**src/rtl/filter_pkg.sv**
```systemverilog
// Shared definitions for the CA4 filter path: loader state encoding, default
// scratchpad geometry and the address-width helper also used by the filter
// address generator.
package filter_pkg;

    localparam int DEFAULT_HEIGHT = 16;
    localparam int DEFAULT_WIDTH  = 8;

    typedef enum logic [1:0] {
        IDLE = 2'd0,
        LOAD = 2'd1,
        DONE = 2'd2
    } filter_state_t;

    // Address bits needed to index a scratchpad of the given depth (min 1).
    function automatic int addr_width(input int depth);
        return (depth > 1) ? $clog2(depth) : 1;
    endfunction

endpackage

```
**src/rtl/filter_spad.sv**
```systemverilog
// Filter scratchpad: HEIGHT x WIDTH storage with one synchronous write port
// and one registered read port. A read and a write to the same address in
// the same cycle return the previous contents. Storage is not reset; only
// the read register is.
module filter_spad
    import filter_pkg::*;
#(
    parameter int HEIGHT    = DEFAULT_HEIGHT,
    parameter int WIDTH     = DEFAULT_WIDTH,
    parameter int ADD_WIDTH = addr_width(HEIGHT)
) (
    input  logic                 clk,
    input  logic                 rst,
    input  logic                 wr_en,
    input  logic [ADD_WIDTH-1:0] waddr,
    input  logic [WIDTH-1:0]     wdata,
    input  logic [ADD_WIDTH-1:0] raddr,
    output logic [WIDTH-1:0]     rdata
);

    logic [WIDTH-1:0] mem [HEIGHT];

    // Write port: store the accepted word at the write pointer.
    always_ff @(posedge clk) begin
        if (wr_en) begin
            mem[waddr] <= wdata;
        end
    end

    // Read port: registered read, one cycle of latency, cleared by reset.
    always_ff @(posedge clk or negedge rst) begin
        if (!rst) begin
            rdata <= '0;
        end else begin
            rdata <= mem[raddr];
        end
    end

endmodule

```
**src/rtl/filter_loader.sv**
```systemverilog
// Filter loader: accepts filter words over a valid/ready handshake, writes
// them into a circular scratchpad, counts resident complete filters and
// frees one filter's worth of space per release from the address generator.
// The release input is named filter_release because "release" is a reserved
// word in SystemVerilog.
// Optional: define FILTER_LOADER_ERR_EN to add a sticky err output flagging
// releases with no resident filter and ignored/invalid start pulses.
module filter_loader
    import filter_pkg::*;
#(
    parameter int HEIGHT    = DEFAULT_HEIGHT,
    parameter int WIDTH     = DEFAULT_WIDTH,
    parameter int ADD_WIDTH = addr_width(HEIGHT),
    parameter int NUM_WIDTH = 8
) (
    input  logic                 clk,
    input  logic                 rst,
    input  logic                 start,
    input  logic [ADD_WIDTH:0]   filter_size,
    input  logic [NUM_WIDTH-1:0] num_filters,
    input  logic                 in_valid,
    output logic                 in_ready,
    input  logic [WIDTH-1:0]     in_data,
    input  logic                 filter_release,
    input  logic [ADD_WIDTH-1:0] filter_raddr,
    output logic [WIDTH-1:0]     filter_rdata,
    output logic                 filter_avail,
    output logic                 load_done,
    output logic                 busy
`ifdef FILTER_LOADER_ERR_EN
    ,
    output logic                 err
`endif
);

    localparam logic [ADD_WIDTH:0] HEIGHT_W = (ADD_WIDTH + 1)'(HEIGHT);

    filter_state_t        state;
    logic [ADD_WIDTH:0]   fs;
    logic [NUM_WIDTH-1:0] nf;
    logic [ADD_WIDTH-1:0] wptr;
    logic [ADD_WIDTH:0]   words_stored;
    logic [ADD_WIDTH:0]   filter_word_cnt;
    logic [ADD_WIDTH:0]   filter_count;
    logic [NUM_WIDTH-1:0] loaded_cnt;

    logic                 start_ok;
    logic                 xfer;
    logic                 word_last;
    logic                 fill;
    logic                 rel_ok;
    logic [ADD_WIDTH:0]   count_next;
    logic [ADD_WIDTH:0]   ws_next;

    // Handshake, filter-completion and occupancy arithmetic for this cycle.
    always_comb begin
        start_ok  = (filter_size != '0) && (filter_size <= HEIGHT_W) &&
                    (num_filters != '0);
        in_ready  = (state == LOAD) && (words_stored < HEIGHT_W) &&
                    (loaded_cnt < nf);
        xfer      = in_valid && in_ready;
        word_last = (filter_word_cnt == (fs - 1'b1));
        fill      = xfer && word_last;
        rel_ok    = filter_release && (filter_count != '0);

        // A fill and a release in the same cycle cancel in the filter count.
        count_next = filter_count;
        if (fill && !rel_ok) begin
            count_next = filter_count + 1'b1;
        end else if (!fill && rel_ok) begin
            count_next = filter_count - 1'b1;
        end

        ws_next = words_stored + {{ADD_WIDTH{1'b0}}, xfer} - (rel_ok ? fs : '0);
    end

    // Control FSM with pointers, counters and registered status outputs.
    always_ff @(posedge clk or negedge rst) begin
        if (!rst) begin
            state           <= IDLE;
            fs              <= '0;
            nf              <= '0;
            wptr            <= '0;
            words_stored    <= '0;
            filter_word_cnt <= '0;
            filter_count    <= '0;
            loaded_cnt      <= '0;
            filter_avail    <= 1'b0;
            load_done       <= 1'b0;
            busy            <= 1'b0;
        end else begin
            words_stored <= ws_next;
            filter_count <= count_next;
            filter_avail <= (count_next != '0);

            if (xfer) begin
                wptr            <= wptr + 1'b1;
                filter_word_cnt <= word_last ? '0 : filter_word_cnt + 1'b1;
            end
            if (fill) begin
                loaded_cnt <= loaded_cnt + 1'b1;
            end

            unique case (state)
                IDLE: begin
                    if (start && start_ok) begin
                        state           <= LOAD;
                        busy            <= 1'b1;
                        load_done       <= 1'b0;
                        fs              <= filter_size;
                        nf              <= num_filters;
                        wptr            <= '0;
                        words_stored    <= '0;
                        filter_word_cnt <= '0;
                        filter_count    <= '0;
                        loaded_cnt      <= '0;
                        filter_avail    <= 1'b0;
                    end
                end
                LOAD: begin
                    if (fill && ((loaded_cnt + 1'b1) == nf)) begin
                        state     <= DONE;
                        load_done <= 1'b1;
                    end
                end
                DONE: begin
                    if (filter_count == '0) begin
                        state     <= IDLE;
                        busy      <= 1'b0;
                        load_done <= 1'b0;
                    end
                end
                default: begin
                    state     <= IDLE;
                    busy      <= 1'b0;
                    load_done <= 1'b0;
                end
            endcase
        end
    end

`ifdef FILTER_LOADER_ERR_EN
    // Sticky error flag for ignored releases and ignored or invalid starts.
    always_ff @(posedge clk or negedge rst) begin
        if (!rst) begin
            err <= 1'b0;
        end else if ((filter_release && (filter_count == '0)) ||
                     (start && (state != IDLE)) ||
                     (start && (state == IDLE) && !start_ok)) begin
            err <= 1'b1;
        end
    end
`endif

    filter_spad #(
        .HEIGHT    (HEIGHT),
        .WIDTH     (WIDTH),
        .ADD_WIDTH (ADD_WIDTH)
    ) u_spad (
        .clk   (clk),
        .rst   (rst),
        .wr_en (xfer),
        .waddr (wptr),
        .wdata (in_data),
        .raddr (filter_raddr),
        .rdata (filter_rdata)
    );

endmodule

```
**config.mk**
```make
export PLATFORM = sky130hd
export DESIGN_NAME = filter_loader
export DESIGN_NICKNAME = d
export VERILOG_FILES = /design/src/rtl/filter_pkg.sv /design/src/rtl/filter_spad.sv /design/src/rtl/filter_loader.sv
export SDC_FILE = /design/constraint.sdc
export NUM_CORES = 1
export LEC_CHECK = 0
export CAP_MARGIN = 10
export CORE_MARGIN = 3
export CORE_UTILIZATION = 30
export CTS_CLUSTER_DIAMETER = 200
export DETAILED_ROUTE_END_ITERATION = 10
export PLACE_DENSITY = 0.58
export SETUP_SLACK_MARGIN = 0.5
export SLEW_MARGIN = 40
export SYNTH_ARGS = -nofsm -noshare
export SYNTH_HDL_FRONTEND = slang
export SYNTH_SLANG_ARGS = --single-unit
```
**constraint.sdc**
```tcl
create_clock -name clk -period 3.7 [get_ports clk]
set_clock_uncertainty 0.2 [all_clocks]
set_input_delay 0.74 -clock clk [delete_from_list [all_inputs] [get_ports clk]]
set_output_delay 0.74 -clock clk [all_outputs]
set_load 0.005 [all_outputs]
```
# [Yosys cells after proc, flatten, opt, wreduce, memory -nomap -nowiden]
# Memories as Yosys holds them, arrays and structs flattened. A register that Yosys moved wholly into a read port is not among the register bits.
# Index checks and enable logic that the tools add are counted.
[totals] regBits=45 ramBits=128 input_bits=30 wordCells=85 n_memories=1
[classes] addsub=8 n_lt_le_gt_ge=3 eq_ne=7 n_mux=31 bitwise=1 reduce_logical=23
[memory_table] name="u_spad.mem" depth=16 width=8 read_ports=1 rd_ports_with_merged_regs=1 wr=1 line_no="filter_spad.sv:21" source="logic [WIDTH-1:0] mem [HEIGHT];"
[ops] cell="$mux 5" count=11
[ops] cell="$mux 8" count=3
[ops] cell="$reduce_bool 5->1" count=3
[ops] cell="$mux 4" count=3
[ops] cell="$logic_and 1x1->1" count=11
[ops] cell="$add 5x1->5 const B" count=2
[ops] cell="$sub 5x1->5 const B" count=2
[ops] cell="$add 8x1->8 const B" count=1
[ops] cell="$eq 8x8->1" count=1
[ops] cell="$lt 8x8->1" count=1
[ops] cell="$mux 1" count=8
[ops] cell="$reduce_bool 8->1" count=1
[ops] cell="$mux 2" count=3
[ops] cell="$pmux 1 s3" count=2
[ops] cell="$pmux 2 s3" count=1
[ops] cell="$reduce_and 3->1" count=2
[ops] cell="$add 5x1->5" count=1
[ops] cell="$eq 5x5->1" count=1
[ops] cell="$le 5x5->1 const B" count=1
[ops] cell="$logic_not 5->1" count=1
[ops] cell="$lt 5x5->1 const B" count=1
[ops] cell="$sub 5x5->5" count=1
[ops] cell="$add 4x1->4 const B" count=1
[ops] cell="$ne 2x2->1 const B" count=2
[ops] cell="other kinds (7)" count=9

# [Longest topological paths before layout]
[depth] depth_word=12 depth_mapped=19 ltp_nobuf=18

# [Hierarchy]
# A second synthesis with hierarchy kept.
[unflattened] cells_unflattened=548 hier_area_um2=8100.3
[modules_own_cells] mod="filter_spad" instances=1 cells_per_inst=229 area_per_inst_um2=5187.5 seq_area_each_um2=4043.9
[modules_own_cells] mod="filter_loader" instances=1 cells_per_inst=319 area_per_inst_um2=2912.8 seq_area_each_um2=1101.1

# [Worst setup path after synthesis]
# OpenSTA, ideal clock, no wires.
[synth_path] kind="reg2reg" from="register loaded_cnt[1]" to="register words_stored[4]" setup_ns=0.121 t_arrival_ns=3.241 slack_ns=0.137 stages_incl_launch_ff=19 n_path_buf=1 period_less_slack_ns=3.563 path_cell_list="dfrtp_1 ha_1 nor2b_1 o211ai_1 a21oi_1 nor3_2 inv_1 clkbuf_1 ha_1 inv_1 ha_1 inv_1 fa_1 inv_1 a21o_1 a21oi_1 xor2_1 xnor2_1 nor2_1"
[synth_between] elab_chain_cells=7
[synth_rtl] item="start: declaration" line_no="filter_loader.sv:45" source="logic [NUM_WIDTH-1:0] loaded_cnt;"
[synth_rtl] item="start signal: assignment" line_no="filter_loader.sv:101" source="loaded_cnt <= loaded_cnt + 1'b1;"
[synth_rtl] item="$lt 8x8->1 (*)" line_no="filter_loader.sv:60" source="(loaded_cnt < nf);"
[synth_rtl] item="$logic_and 1x1->1 (*)" line_no="filter_loader.sv:59" source="in_ready = (state == LOAD) && (words_stored < HEIGHT_W) &&"
[synth_rtl] item="$logic_and 1x1->1 (*)" line_no="filter_loader.sv:61" source="xfer = in_valid && in_ready;"
[synth_rtl] item="$add 5x1->5 (*)" line_no="filter_loader.sv:74" source="ws_next = words_stored + {{ADD_WIDTH{1'b0}}, xfer} - (rel_ok ? fs : '0);"
[synth_rtl] item="$sub 5x5->5 (*)" line_no="filter_loader.sv:74"
[synth_rtl] item="$mux 5" line_no="filter_loader.sv:106" source="if (start && start_ok) begin"
[synth_rtl] item="$mux 5 (*)" line_no="filter_loader.sv:104" source="unique case (state)"
[synth_rtl] item="end signal: assignment" line_no="filter_loader.sv:92" source="words_stored <= ws_next;"
[synth_rtl] item="end: declaration" line_no="filter_loader.sv:42" source="logic [ADD_WIDTH:0] words_stored;"
# Mark *: on every way between the ends. The rest lies on a longest branch, timed or not.
# A chain may end at the register's enable or synchronous reset.

# [Worst setup path after layout]
[layout_path] from="register filter_count[0]" to="register words_stored[4]"
[layout_between] elab_chain_cells=6
[layout_rtl] item="start: declaration" line_no="filter_loader.sv:44" source="logic [ADD_WIDTH:0] filter_count;"
[layout_rtl] item="start signal: assignment" line_no="filter_loader.sv:93" source="filter_count <= count_next;"
[layout_rtl] item="$reduce_bool 5->1 (*)" line_no="filter_loader.sv:64" source="rel_ok = filter_release && (filter_count != '0);"
[layout_rtl] item="$logic_and 1x1->1 (*)" line_no="filter_loader.sv:64"
[layout_rtl] item="$mux 5 (*)" line_no="filter_loader.sv:74"
[layout_rtl] item="$sub 5x5->5 (*)" line_no="filter_loader.sv:74"
[layout_rtl] item="$mux 5" line_no="filter_loader.sv:106"
[layout_rtl] item="$mux 5 (*)" line_no="filter_loader.sv:104"
# Marks and branches as above.

==> metrics.txt <==
result of the run=finished clean; RSZ-0062 raised after global routing=yes; sequential-to-total area share from yosys stat=64.47%; family of cells with the greatest summed delay on the critical path=adder cells; total buffers and inverters traversed by the critical path=4; EDFF count, synth=128; Place WS=around 0.36 ns; number of top-level pins=42; Vias/cell=approximately 4.7; count of max-cap constraint violations=0; path category of the worst min-delay check=in -> async; Synth cell types=46; insertion delay of the later-clocked pin in the worst-skew pair=between 0.4 and 0.5 ns; number of pins with negative max-slew slack in the final report=0; mapped cell area=7980 sq um; largest buffer count on any clock path=2; DRC viols=0; library cell contributing the largest single delay on the critical path=sky130_fd_sc_hd__or4b_4; total global routing overflow=0; H-tree Lvls=4; CP peak stage delay=~0.48 ns; overall routing resource usage=between 10% and 20%; Total Nets Final=approximately 630; FF+latch count, synth=180; final setup violation count=0; Area growth syn-to-layout=20.46%; part of the cycle the worst path needs=86.23%; Antenna Cells=0; fraction of final layout cells sized beyond drive strength 1=between 20% and 30%; first-pass GRT wire length=25300 microns; cell types with the largest area share after synthesis=sky130_fd_sc_hd__edfxtp_1 (48%), sky130_fd_sc_hd__dfrtp_1 (16%), sky130_fd_sc_hd__mux4_2 (11%); count of vias placed by the detailed router=4332; die area=about 29000 sq um; pin count of the biggest net entering global routing=37; antenna-violating nets left=0; wire length per cell=17.05 microns; number of placement rows=59; worst-path maximum fanout=7; leak pwr=about 3.5 nW; die width=roughly 170 microns; ranking of synthesized cells by instance count=sky130_fd_sc_hd__edfxtp_1 (128), sky130_fd_sc_hd__dfrtp_1 (52), sky130_fd_sc_hd__nor2_1 (44), sky130_fd_sc_hd__mux4_2 (40), sky130_fd_sc_hd__inv_1 (28); transition at the pin with the smallest max-transition slack=about 0.59 ns; area of the core=26130 sq um; worst reg2reg setup slack=slightly above 0.5 ns; Async S/R FF share, synth=28.89%; CP cell instances=inv_1, ha_1, or4b_4, and3_1, ha_4, inv_4, ha_4, inv_2, fa_2, inv_2, a21o_1, a21oi_2, xor2_1, xnor2_1, nor2_1; Synth top area share=between 40% and 50%; TritonCTS clock tree=yes; via count of the first global-routing pass=~4600; worst vdd ir=~0.26 mV; minimum setup slack in the final design=~0.51 ns; total chip power=about 0.006 W; Fillers=between 2000 and 2500; max_slew headroom=roughly 60%; count of buffers from port buffering=roughly 40; number of antenna violations at the first check in global routing=0; DRC marker count from the first detailed-route iteration=294; Final Hold Violating Endpoints=0; clock slew seen by the registers of the worst setup and hold paths=0.07 ns; Die Span Y=approximately 170 microns; routed wire length=approximately 16000 microns; root cell of the clock tree=sky130_fd_sc_hd__clkbuf_16; summed negative setup slack over all endpoints=0 ns; largest area contributor in the synthesized netlist=sky130_fd_sc_hd__edfxtp_1; Num Clock Sinks=180; time the final worst path needs with I/O delays and setup=about 3.2 ns; required time of the critical path=about 3.8 ns; Post-Syn Area per Cell=about 15 sq um; most numerous cell in the Yosys netlist=sky130_fd_sc_hd__edfxtp_1; estimated wirelength of the detail-placed design=~11000 microns; CTS Buf Count=17; number of search-and-repair iterations in the first detailed-routing pass=5; startpoint type of the worst setup path=register; Main synth FF type=sky130_fd_sc_hd__edfxtp_1; Synthesis Warnings=0; count of hold buffers inserted by post-cts repair=0; highest attainable clock frequency=between 300 and 400 MHz; Reg2Reg Depth=15; Worst EP arrival=3.30 ns; pwr/cell area=~620 nW/um^2; routability congestion estimate from global placement=~0.75; reg-to-reg startpoint=filter_count[0]$_DFF_PN0_; Critical R2R Capture=words_stored[4]$_DFF_PN0_; syn nets=between 500 and 600; Worst Path Class, Setup=reg -> reg; Initial Util=~30%; kind of end point of the critical path=register; Syn Inst Count=approximately 520
## flip-flops by register name, indices dropped and copies added (netlist names)
name             count
words_stored         5
nf                   8
filter_word_cnt      5
filter_avail         1
fs                   5
busy                 1
u_spad.rdata         8
loaded_cnt           8
state                1
u_spad.mem         128
filter_count         5
load_done            1
wptr                 4
## cells in the final DEF (no fill, tap or decap), types with 3 or more instances in the layout
| cell type | netlist | layout |
|---|---|---|
| sky130_fd_sc_hd__edfxtp_1 | 128 | 128 |
| sky130_fd_sc_hd__dfrtp_1 | 52 | 50 |
| sky130_fd_sc_hd__nor2_1 | 44 | 44 |
| sky130_fd_sc_hd__mux4_2 | 40 | 40 |
| sky130_fd_sc_hd__clkdlybuf4s50_1 | 0 | 39 |
| sky130_fd_sc_hd__xnor2_1 | 27 | 27 |
| sky130_fd_sc_hd__nand2_1 | 26 | 26 |
| sky130_fd_sc_hd__inv_1 | 28 | 23 |
| sky130_fd_sc_hd__ha_1 | 26 | 23 |
| sky130_fd_sc_hd__buf_4 | 0 | 21 |
| sky130_fd_sc_hd__clkbuf_16 | 0 | 17 |
| sky130_fd_sc_hd__o21ai_0 | 13 | 13 |
| sky130_fd_sc_hd__xor2_1 | 13 | 13 |
| sky130_fd_sc_hd__a21oi_1 | 14 | 12 |
| sky130_fd_sc_hd__nand3_1 | 12 | 12 |
| sky130_fd_sc_hd__and2_1 | 10 | 10 |
| sky130_fd_sc_hd__nor3_1 | 6 | 6 |
| sky130_fd_sc_hd__clkinv_8 | 0 | 5 |
| sky130_fd_sc_hd__inv_2 | 0 | 4 |
| sky130_fd_sc_hd__mux2i_1 | 4 | 4 |
| sky130_fd_sc_hd__nor4_2 | 0 | 4 |
| sky130_fd_sc_hd__mux2_2 | 4 | 4 |
| sky130_fd_sc_hd__inv_8 | 0 | 4 |
| sky130_fd_sc_hd__nor4_1 | 7 | 3 |
| sky130_fd_sc_hd__nor3_4 | 2 | 3 |
| sky130_fd_sc_hd__o211ai_1 | 3 | 3 |
| sky130_fd_sc_hd__nand4_1 | 3 | 3 |
| sky130_fd_sc_hd__nor2b_1 | 4 | 3 |
| sky130_fd_sc_hd__ha_4 | 0 | 3 |
## what timing repair did
| item | in CTS | in global routing |
|---|---|---|
| pin swaps | 3 | 10 |
| endpoints found under the setup margin | 2 | 2 |
| resized for setup | 2 | 8 |
| setup buffers | 1 | 3 |
## kinds of logic after synthesis
| family | Yosys count | synth area share (%) |
|---|---|---|
| adders and majority gates | 29 | 4.578 |
| xor gates and xnor gates | 41 | 4.672 |
| AOI/OAI and AO/OA | 39 | 2.838 |
| buffers and inverters | 49 | 2.634 |
| DFF | 180 | 64.47 |
| muxes | 48 | 12.35 |
| and+or+nand+nor | 130 | 8.451 |
## worst max path at each step
| stage | start | to | slack, ns | cells after the start |
|---|---|---|---|---|
| final | filter_count[0]$_DFF_PN0_ | words_stored[4]$_DFF_PN0_ | 0.51 | 15 |
| after global routing | nf[1]$_DFFE_PN0P_ | words_stored[4]$_DFF_PN0_ | 0.37 | 18 |
| after CTS | filter_count[0]$_DFF_PN0_ | words_stored[4]$_DFF_PN0_ | 0.45 | 15 |
| after detailed placement | in_valid | words_stored[4]$_DFF_PN0_ | 0.36 | 15 |
| after global placement | in_valid | words_stored[4]$_DFF_PN0_ | 0.43 | 15 |
| after floorplan | loaded_cnt[1]$_DFF_PN0_ | words_stored[4]$_DFF_PN0_ | 0.36 | 18 |
## routing by layer
metal  GRT usage [%]  wire length [microns]  vias to the layer above  part of all wire [%]
met4           2.916                    167                        0                   1.1
li1                -                      -                     2041                     -
met2           19.26                   7852                       89                    50
met5               0                      0                        -                     0
met3           2.546                    591                       11                   3.7
met1           15.35                   7160                     2191                    45
## where the power goes
group	total, W	internal (W)	switching [W]
sequential	0.00265	0.00243	0.000228
clock	0.00185	0.000981	0.000868
combinational	0.00144	0.000713	0.000727
total	0.00594	0.00412	0.00182
## area by class of cell
| type | instances | area (sq um) | share of cell area (%) |
|---|---|---|---|
| clock buffer | 17 | 425.4 | 4.425 |
| clock inverter | 15 | 198.9 | 2.070 |
| inverter | 28 | 107.6 | 1.119 |
| multi-input combinational | 287 | 2721 | 28.31 |
| sequential | 180 | 5147 | 53.55 |
| tap | 335 | 419.2 | 4.360 |
| timing repair buffer | 63 | 593.1 | 6.169 |
## metrics by stage
| step | instance area [sq um] | utilization, % | hold WS, ns | std cells |
|---|---|---|---|---|
| 2_1_floorplan | 8031 | - | 0.2444 | 516 |
| 3_3_place_gp | 8921 | 34.14 | 0.3396 | 889 |
| 3_5_place_dp | 8924 | 34.15 | 0.3594 | 889 |
| 4_1_cts | 9565 | 36.60 | 0.08336 | 922 |
| 5_1_grt | 9613 | 36.79 | 0.1070 | 925 |
| 6_report | 9613 | 36.79 | 0.08078 | 925 |
Power figures use the tool's default switching activity.
